$ cat src/rtl/seg_display_scanner_pkg.sv
// Shared types and glyph helpers for the multiplexed 7-segment display scanner.
// num_t carries a BCD significand, a fractional-digit count, sign and error flags.
package seg_display_scanner_pkg;

  localparam int unsigned NumDigits = 8;
  localparam int unsigned DigitW    = $clog2(NumDigits);
  localparam int unsigned ExpW      = DigitW + 1;
  localparam int unsigned NumSlots  = NumDigits + 1;
  localparam int unsigned SlotW     = $clog2(NumSlots);

  typedef struct packed {
    logic                      error;
    logic                      sign;
    logic [ExpW-1:0]           exponent;
    logic [NumDigits-1:0][3:0] significand;
  } num_t;

  localparam int unsigned NumBits = $bits(num_t);

  typedef struct packed {
    logic [6:0] segments;
    logic       dp;
  } glyph_t;

  localparam logic [6:0] SEG_MINUS = 7'b0000001;
  localparam logic [6:0] SEG_E     = 7'b1001111;

  // Segment order is a..g from bit 6 down to bit 0; non-decimal codes stay dark.
  function automatic logic [6:0] bcd2segments(logic [3:0] bcd);
    logic [6:0] seg;
    case (bcd)
      4'd0:    seg = 7'b1111110;
      4'd1:    seg = 7'b0110000;
      4'd2:    seg = 7'b1101101;
      4'd3:    seg = 7'b1111001;
      4'd4:    seg = 7'b0110011;
      4'd5:    seg = 7'b1011011;
      4'd6:    seg = 7'b1011111;
      4'd7:    seg = 7'b1110000;
      4'd8:    seg = 7'b1111111;
      4'd9:    seg = 7'b1111011;
      default: seg = 7'b0000000;
    endcase
    return seg;
  endfunction

  function automatic glyph_t num2glyph(num_t num, logic [SlotW-1:0] idx);
    glyph_t g;
    logic   any_nonzero;
    logic   nonzero_at_or_above;
    g           = '0;
    any_nonzero = |num.significand;
    if (idx == SlotW'(NumDigits)) begin
      if (num.error) begin
        g.segments = SEG_E;
      end else if (num.sign && any_nonzero) begin
        g.segments = SEG_MINUS;
      end
    end else if (!num.error) begin
      nonzero_at_or_above = 1'b0;
      for (int j = 0; j < NumDigits; j++) begin
        if (j >= int'(idx) && num.significand[j] != 4'd0) begin
          nonzero_at_or_above = 1'b1;
        end
      end
      // Slot 0 can never exceed the exponent, so it is never blanked.
      if (int'(idx) > int'(num.exponent) && !nonzero_at_or_above) begin
        g.segments = '0;
      end else begin
        g.segments = bcd2segments(num.significand[idx[DigitW-1:0]]);
      end
      g.dp = (int'(idx) == int'(num.exponent));
    end
    return g;
  endfunction

endpackage

$ cat src/rtl/seg_scan_timer.sv
// Slot/cycle counter for the display scan: slot index, per-slot blanking window
// and terminal-count pulses for the last cycle of a slot and of a frame.
module seg_scan_timer #(
  parameter int unsigned DigitCycles = 1000,
  parameter int unsigned NumSlots    = 9,
  parameter int unsigned BlankCycles = 1,
  localparam int unsigned CntW       = $clog2(DigitCycles),
  localparam int unsigned SlotW      = $clog2(NumSlots)
) (
  input  logic             clk_i,
  input  logic             rst_i,
  output logic [SlotW-1:0] slot_o,
  output logic             in_blank_o,
  output logic             slot_last_o,
  output logic             frame_last_o
);

  logic [CntW-1:0]  cnt_d, cnt_q;
  logic [SlotW-1:0] slot_d, slot_q;

  always_comb begin
    slot_last_o  = (cnt_q == CntW'(DigitCycles - 1));
    frame_last_o = slot_last_o && (slot_q == SlotW'(NumSlots - 1));
    in_blank_o   = (32'(cnt_q) < BlankCycles);
    slot_o       = slot_q;

    cnt_d  = slot_last_o ? '0 : cnt_q + 1'b1;
    slot_d = slot_q;
    if (slot_last_o) begin
      slot_d = frame_last_o ? '0 : slot_q + 1'b1;
    end
  end

  always_ff @(posedge clk_i) begin
    if (rst_i) begin
      cnt_q  <= '0;
      slot_q <= '0;
    end else begin
      cnt_q  <= cnt_d;
      slot_q <= slot_d;
    end
  end

endmodule

$ cat src/rtl/seg_display_scanner.sv
// Time-multiplexed 7-segment driver: NumDigits digit positions plus a sign/error
// position, double-buffered so a new value only appears at a frame boundary.
module seg_display_scanner
  import seg_display_scanner_pkg::*;
#(
  parameter int unsigned DigitCycles = 1000,
  parameter int unsigned BlankCycles = 1
) (
  input  logic                 clk_i,
  input  logic                 rst_i,
  input  logic [NumBits-1:0]   num_i,
  input  logic                 load_i,
  input  logic                 blank_i,
  output logic [6:0]           segments_o,
  output logic                 dp_o,
  output logic [NumDigits:0]   digit_en_o,
  output logic                 frame_done_o
);

  logic [SlotW-1:0] slot;
  logic             in_blank;
  logic             slot_last;
  logic             frame_last;

  seg_scan_timer #(
    .DigitCycles (DigitCycles),
    .NumSlots    (NumSlots),
    .BlankCycles (BlankCycles)
  ) u_timer (
    .clk_i        (clk_i),
    .rst_i        (rst_i),
    .slot_o       (slot),
    .in_blank_o   (in_blank),
    .slot_last_o  (slot_last),
    .frame_last_o (frame_last)
  );

  num_t   num_in;
  num_t   pending_d, pending_q;
  num_t   display_d, display_q;
  glyph_t glyph;

  logic [6:0]       segments_d, segments_q;
  logic             dp_d, dp_q;
  logic [NumDigits:0] digit_en_d, digit_en_q;
  logic             frame_done_d, frame_done_q;

  assign num_in = num_t'(num_i);
  assign glyph  = num2glyph(display_q, slot);

  always_comb begin
    pending_d = load_i ? num_in : pending_q;
    // A load on the wrap cycle goes straight into the new frame.
    display_d = frame_last ? pending_d : display_q;

    segments_d   = '0;
    dp_d         = 1'b0;
    digit_en_d   = '0;
    frame_done_d = slot_last && (slot == SlotW'(NumDigits));
    if (!blank_i && !in_blank) begin
      digit_en_d = NumSlots'(1) << slot;
      segments_d = glyph.segments;
      dp_d       = glyph.dp;
    end
  end

  always_ff @(posedge clk_i) begin
    if (rst_i) begin
      pending_q    <= '0;
      display_q    <= '0;
      segments_q   <= '0;
      dp_q         <= 1'b0;
      digit_en_q   <= '0;
      frame_done_q <= 1'b0;
    end else begin
      pending_q    <= pending_d;
      display_q    <= display_d;
      segments_q   <= segments_d;
      dp_q         <= dp_d;
      digit_en_q   <= digit_en_d;
      frame_done_q <= frame_done_d;
    end
  end

  assign segments_o   = segments_q;
  assign dp_o         = dp_q;
  assign digit_en_o   = digit_en_q;
  assign frame_done_o = frame_done_q;

endmodule

$ cat config.mk
export PLATFORM = sky130hd
export DESIGN_NAME = seg_display_scanner
export DESIGN_NICKNAME = d
export VERILOG_FILES = /design/src/rtl/seg_display_scanner_pkg.sv /design/src/rtl/seg_scan_timer.sv /design/src/rtl/seg_display_scanner.sv
export SDC_FILE = /design/constraint.sdc
export NUM_CORES = 1
export LEC_CHECK = 0
export ABC_AREA = 1
export CELL_PAD_IN_SITES_DETAIL_PLACEMENT = 0
export CELL_PAD_IN_SITES_GLOBAL_PLACEMENT = 1
export CORE_MARGIN = 2
export CORE_UTILIZATION = 40
export DETAILED_ROUTE_END_ITERATION = 7
export GPL_ROUTABILITY_DRIVEN = 0
export PLACE_DENSITY = 0.77
export SLEW_MARGIN = 0
export SYNTH_ARGS = -nofsm -noshare
export SYNTH_HDL_FRONTEND = slang
export SYNTH_SLANG_ARGS = --single-unit
export TNS_END_PERCENT = 10
$ cat constraint.sdc
create_clock -name clk_i -period 2.25 [get_ports clk_i]
set_input_delay 0.225 -clock clk_i [delete_from_list [all_inputs] [get_ports clk_i]]
set_output_delay 0.225 -clock clk_i [all_outputs]
set_load 0.02 [all_outputs]
==> results list <==
- The first detailed-routing pass ran for 4 iterations.
* Synth area leaders: sky130_fd_sc_hd__dfxtp_1 (47%), sky130_fd_sc_hd__nor2_1 (13%), sky130_fd_sc_hd__nand2_1 (6.9%)
- On the worst path, the slowest cell contributes a delay of 0.47 ns.
- The number of antenna diodes in the final layout is 0.
- Hold wc startpoint: display_q[34]
- Summing internal, switching and leakage power gives between 3 and 4 mW.
- For this design the top-level I/O count stands at 60.
- DR DRC count: 0
- In this run the worst setup path begins at u_timer.slot_o[2].
- Ratio of routed vias to standard cells: ~4.9
* Category of the most critical setup path: register to register
- At the end of the flow, the number of nets in the layout was 727.
* Chip height: 111.0 um
- Measured along the x axis, the die boundary spans between 100 and 150 um.
* Startpoint type of the worst setup path: register
- Dpl cell area: roughly 5300 um^2
- Yosys mapped a number of flops with a built-in enable equal to 0.
* Max-slew violation count: 0
* Count of different cell masters after synthesis: 34
* Post-detailed-route wirelength per cell: 13.02 um
- Maximum number of pins on one net before global-route repair: 38
- Max-slew headroom at the worst pin: 70.25%
- TritonCTS clock tree: yes
- The clock period could shrink to 2.036 ns.
- In this run the number of H-tree levels came out at 3.
* Worst supply voltage drop on vdd: ~360 uV
- The total overflow left after global routing is 0.
- Buffer and inverter count on the worst path: 3
* Final cell area excluding filler cells: 5637 um^2
- Data on the critical path is required at its endpoint by 2.49 ns.
- Clock buffers created by TritonCTS: 9
- Avg Synthesized Cell Area: 7.487 um^2
- Root buffer cell: sky130_fd_sc_hd__clkbuf_16
* Total length of routed wires: 10640 um
- After clock tree synthesis, the repair step resized 0 gates.
- On the final layout, the worst hold slack is 0.4689 ns.
* Vias in the first global route: 3824
* Fraction of post-synthesis cell area in the top cell type by area: 47.19%
- Final-report setup violation count: 0
- Kind of path behind the tightest hold check: register to register
* Max-capacitance violation count: 0
- Crit path setup slack, layout: approximately 0.21 ns
- For this design, the sink count on the clock tree is 108.
- The analysis attributes to cell leakage a power of 2.514 nW.
* Synthesis Warnings: 0
- Antenna violations before repair: 0
- After legalization and detailed placement, the total HPWL measured 8037 um.
* Post-Syn Area: about 4600 um^2
* Sequential fraction of the synthesis area: 47.19%
* Proportion of layout cells with a drive suffix above 1: under 10%
* Share of flip-flops with an asynchronous set or reset: 0%
* Post-Synthesis Cells: approximately 610
- CP Capture Type: register
* Origin of the critical flop-to-flop path: u_timer.slot_o[2]
* P per Cell Area: 699.9 nW/um^2
- Post-route antenna net violation count: 0
* Most frequent cell on the critical path: sky130_fd_sc_hd__nand2_1
- The number of hold-slack violations in the final timing report was 0.
* Setup TNS Final: 0 ns
- Count of hold-fix buffers inserted at cts: 0
* Dominant register cell in the synthesized netlist: sky130_fd_sc_hd__dfxtp_1
- Of the available clock period, the critical path in the final layout requires 90.51%.
- Timing would allow up to around 500 MHz.
- For the worst-skew pair, the clock arrives at the later sink with an insertion delay of 0.35 ns.
* Number of buffers between clock root and the deepest sink: 2
* Crit path max-delay cell type: sky130_fd_sc_hd__dfxtp_1
- Fill cell instance count of the final layout: between 1000 and 1500
- List of cells traversed by the critical path: inv_2 > nor2_1 > nand3_1 > nand2_1 > inv_1 > nand2_1 > inv_1 > ha_1 > nand2_1 > nand3_1 > nand3_1 > nand2_1
- Setup repair after global routing left no endpoint under its margin.
- Clock-pin slew reported for the worst setup and hold paths after clock tree synthesis: 0.07 ns
* Pre-CTS worst setup slack: roughly 0.18 ns
* Buffers added on ports: 59
- On the final layout, the worst clock skew is 0.01042 ns.
- Worst path arrival time: roughly 2.3 ns
- Status: finished, final reports clean
* Global-route wire length before repair: 18250 um
- On the critical path the largest part of the delay comes from simple AND/OR/NAND/NOR gates.
- Number of vias after detailed routing: 3966
* Cell type contributing the most total cell area after synthesis: sky130_fd_sc_hd__dfxtp_1
- In this run, synthesis produced a sequential element count of around 110.
* Std cell rows: 39
* Total die area: 12330 um^2
- Worst Path Max Fanout: 5
- Post-CTS setup buffer count: 0
- Nets in the synthesized netlist: 670
- For the pin with the worst max-slew slack, the measured transition is 0.4429 ns.
- Area growth from synthesis to layout: 23.02%
- Core area: 11320 um^2
* GR Util All Layers: 18.02%
- Starting density of the core: ~40%
* Number of DRC violations after detailed-routing iteration 0: 132
-- where the power goes --
group	leakage, nW	internal, mW	total (mW)	switching [mW]
clock network	0.159	0.903	1.68	0.781
logic	1.47	0.134	0.275	0.142
registers	0.882	1.97	1.99	0.0160
total	2.51	3.01	3.95	0.939
-- flip-flops by register name, summed over array words and instances, names as in the netlist --
register,flops
pending_q,38
u_timer.slot_o,4
dp_o,1
display_q,38
u_timer.cnt_q,10
frame_done_o,1
segments_o,7
digit_en_o,9
-- cells in the final DEF (no fill, tap or decap), types with 3 or more instances in the layout --
master,n
sky130_fd_sc_hd__nor2_1,154
sky130_fd_sc_hd__o22a_1,13
sky130_fd_sc_hd__dfxtp_1,107
sky130_fd_sc_hd__inv_2,7
sky130_fd_sc_hd__buf_4,9
sky130_fd_sc_hd__o211ai_1,4
sky130_fd_sc_hd__ha_1,16
sky130_fd_sc_hd__a21oi_1,35
sky130_fd_sc_hd__inv_1,56
sky130_fd_sc_hd__inv_8,3
sky130_fd_sc_hd__nand2_1,84
sky130_fd_sc_hd__nand3_1,39
sky130_fd_sc_hd__nor3_1,4
sky130_fd_sc_hd__clkdlybuf4s50_1,59
sky130_fd_sc_hd__clkbuf_16,9
sky130_fd_sc_hd__o21ai_0,42
sky130_fd_sc_hd__nand4_1,5
-- worst min-delay path, delay by kind of cell, from the launching register on --
kind | cells | cell delay (ns)
flops | 1 | 0.30
buf+inv | 1 | 0.07
compound gates | 1 | 0.06
-- area by class of cell --
type	instances	area, um^2	area share, %
Sequential cell	108	2163	38.38
Multi-Input combinational cell	417	2046	36.29
Timing Repair Buffer	70	689.4	12.23
Inverter	63	236.5	4.195
Clock buffer	9	225.2	3.996
Tap cell	143	178.9	3.174
Clock inverter	7	97.59	1.731
-- layer usage --
metal | vias up | track usage (%) | share of wire [%] | wire length, um
met5 | - | 0 | 0 | 0
met4 | 0 | 5.514 | 1.2 | 130
met3 | 11 | 3.226 | 4.1 | 440
met2 | 64 | 29.61 | 45 | 4762
met1 | 1826 | 24.29 | 50 | 5306
li1 | 2065 | - | - | -
-- logic make-up after synthesis --
family	synth area share (%)
and+or+nand+nor	27.66
buffers and inverters	8.165
adders and majority gates	4.369
DFF	47.19
AOI/OAI and AO/OA	12.23
xor gates and xnor gates	0.3824
-- path summary, 6_finish.rpt --
kind,slack [ns],depth (start not counted),end
hold reg to reg,0.47,2,display_q[34]
hold / removal,0.47,2,display_q[34]
setup / recovery,0.21,12,segments_o[3]
setup reg to reg,0.21,12,segments_o[3]
-- Yosys cell counts, drive strengths merged (3+ instances only) --
| master | n |
|---|---|
| clkbuf | 8 |
| o211ai | 4 |
| inv | 63 |
| nor3 | 5 |
| o21ai | 43 |
| nand3 | 41 |
| o22a | 13 |
| nand4 | 5 |
| or2 | 3 |
| dfxtp | 108 |
| nor2 | 156 |
| buf | 16 |
| ha | 16 |
| nand2 | 86 |
| a21oi | 36 |
-- per-stage QoR --
step,instances,util (%)
after floorplan,612,-
after global placement,801,46.89
after detailed placement,801,46.89
after CTS,817,49.75
after global routing,817,49.79
final,817,49.79
No activity file was read; power rests on OpenSTA's default activity.
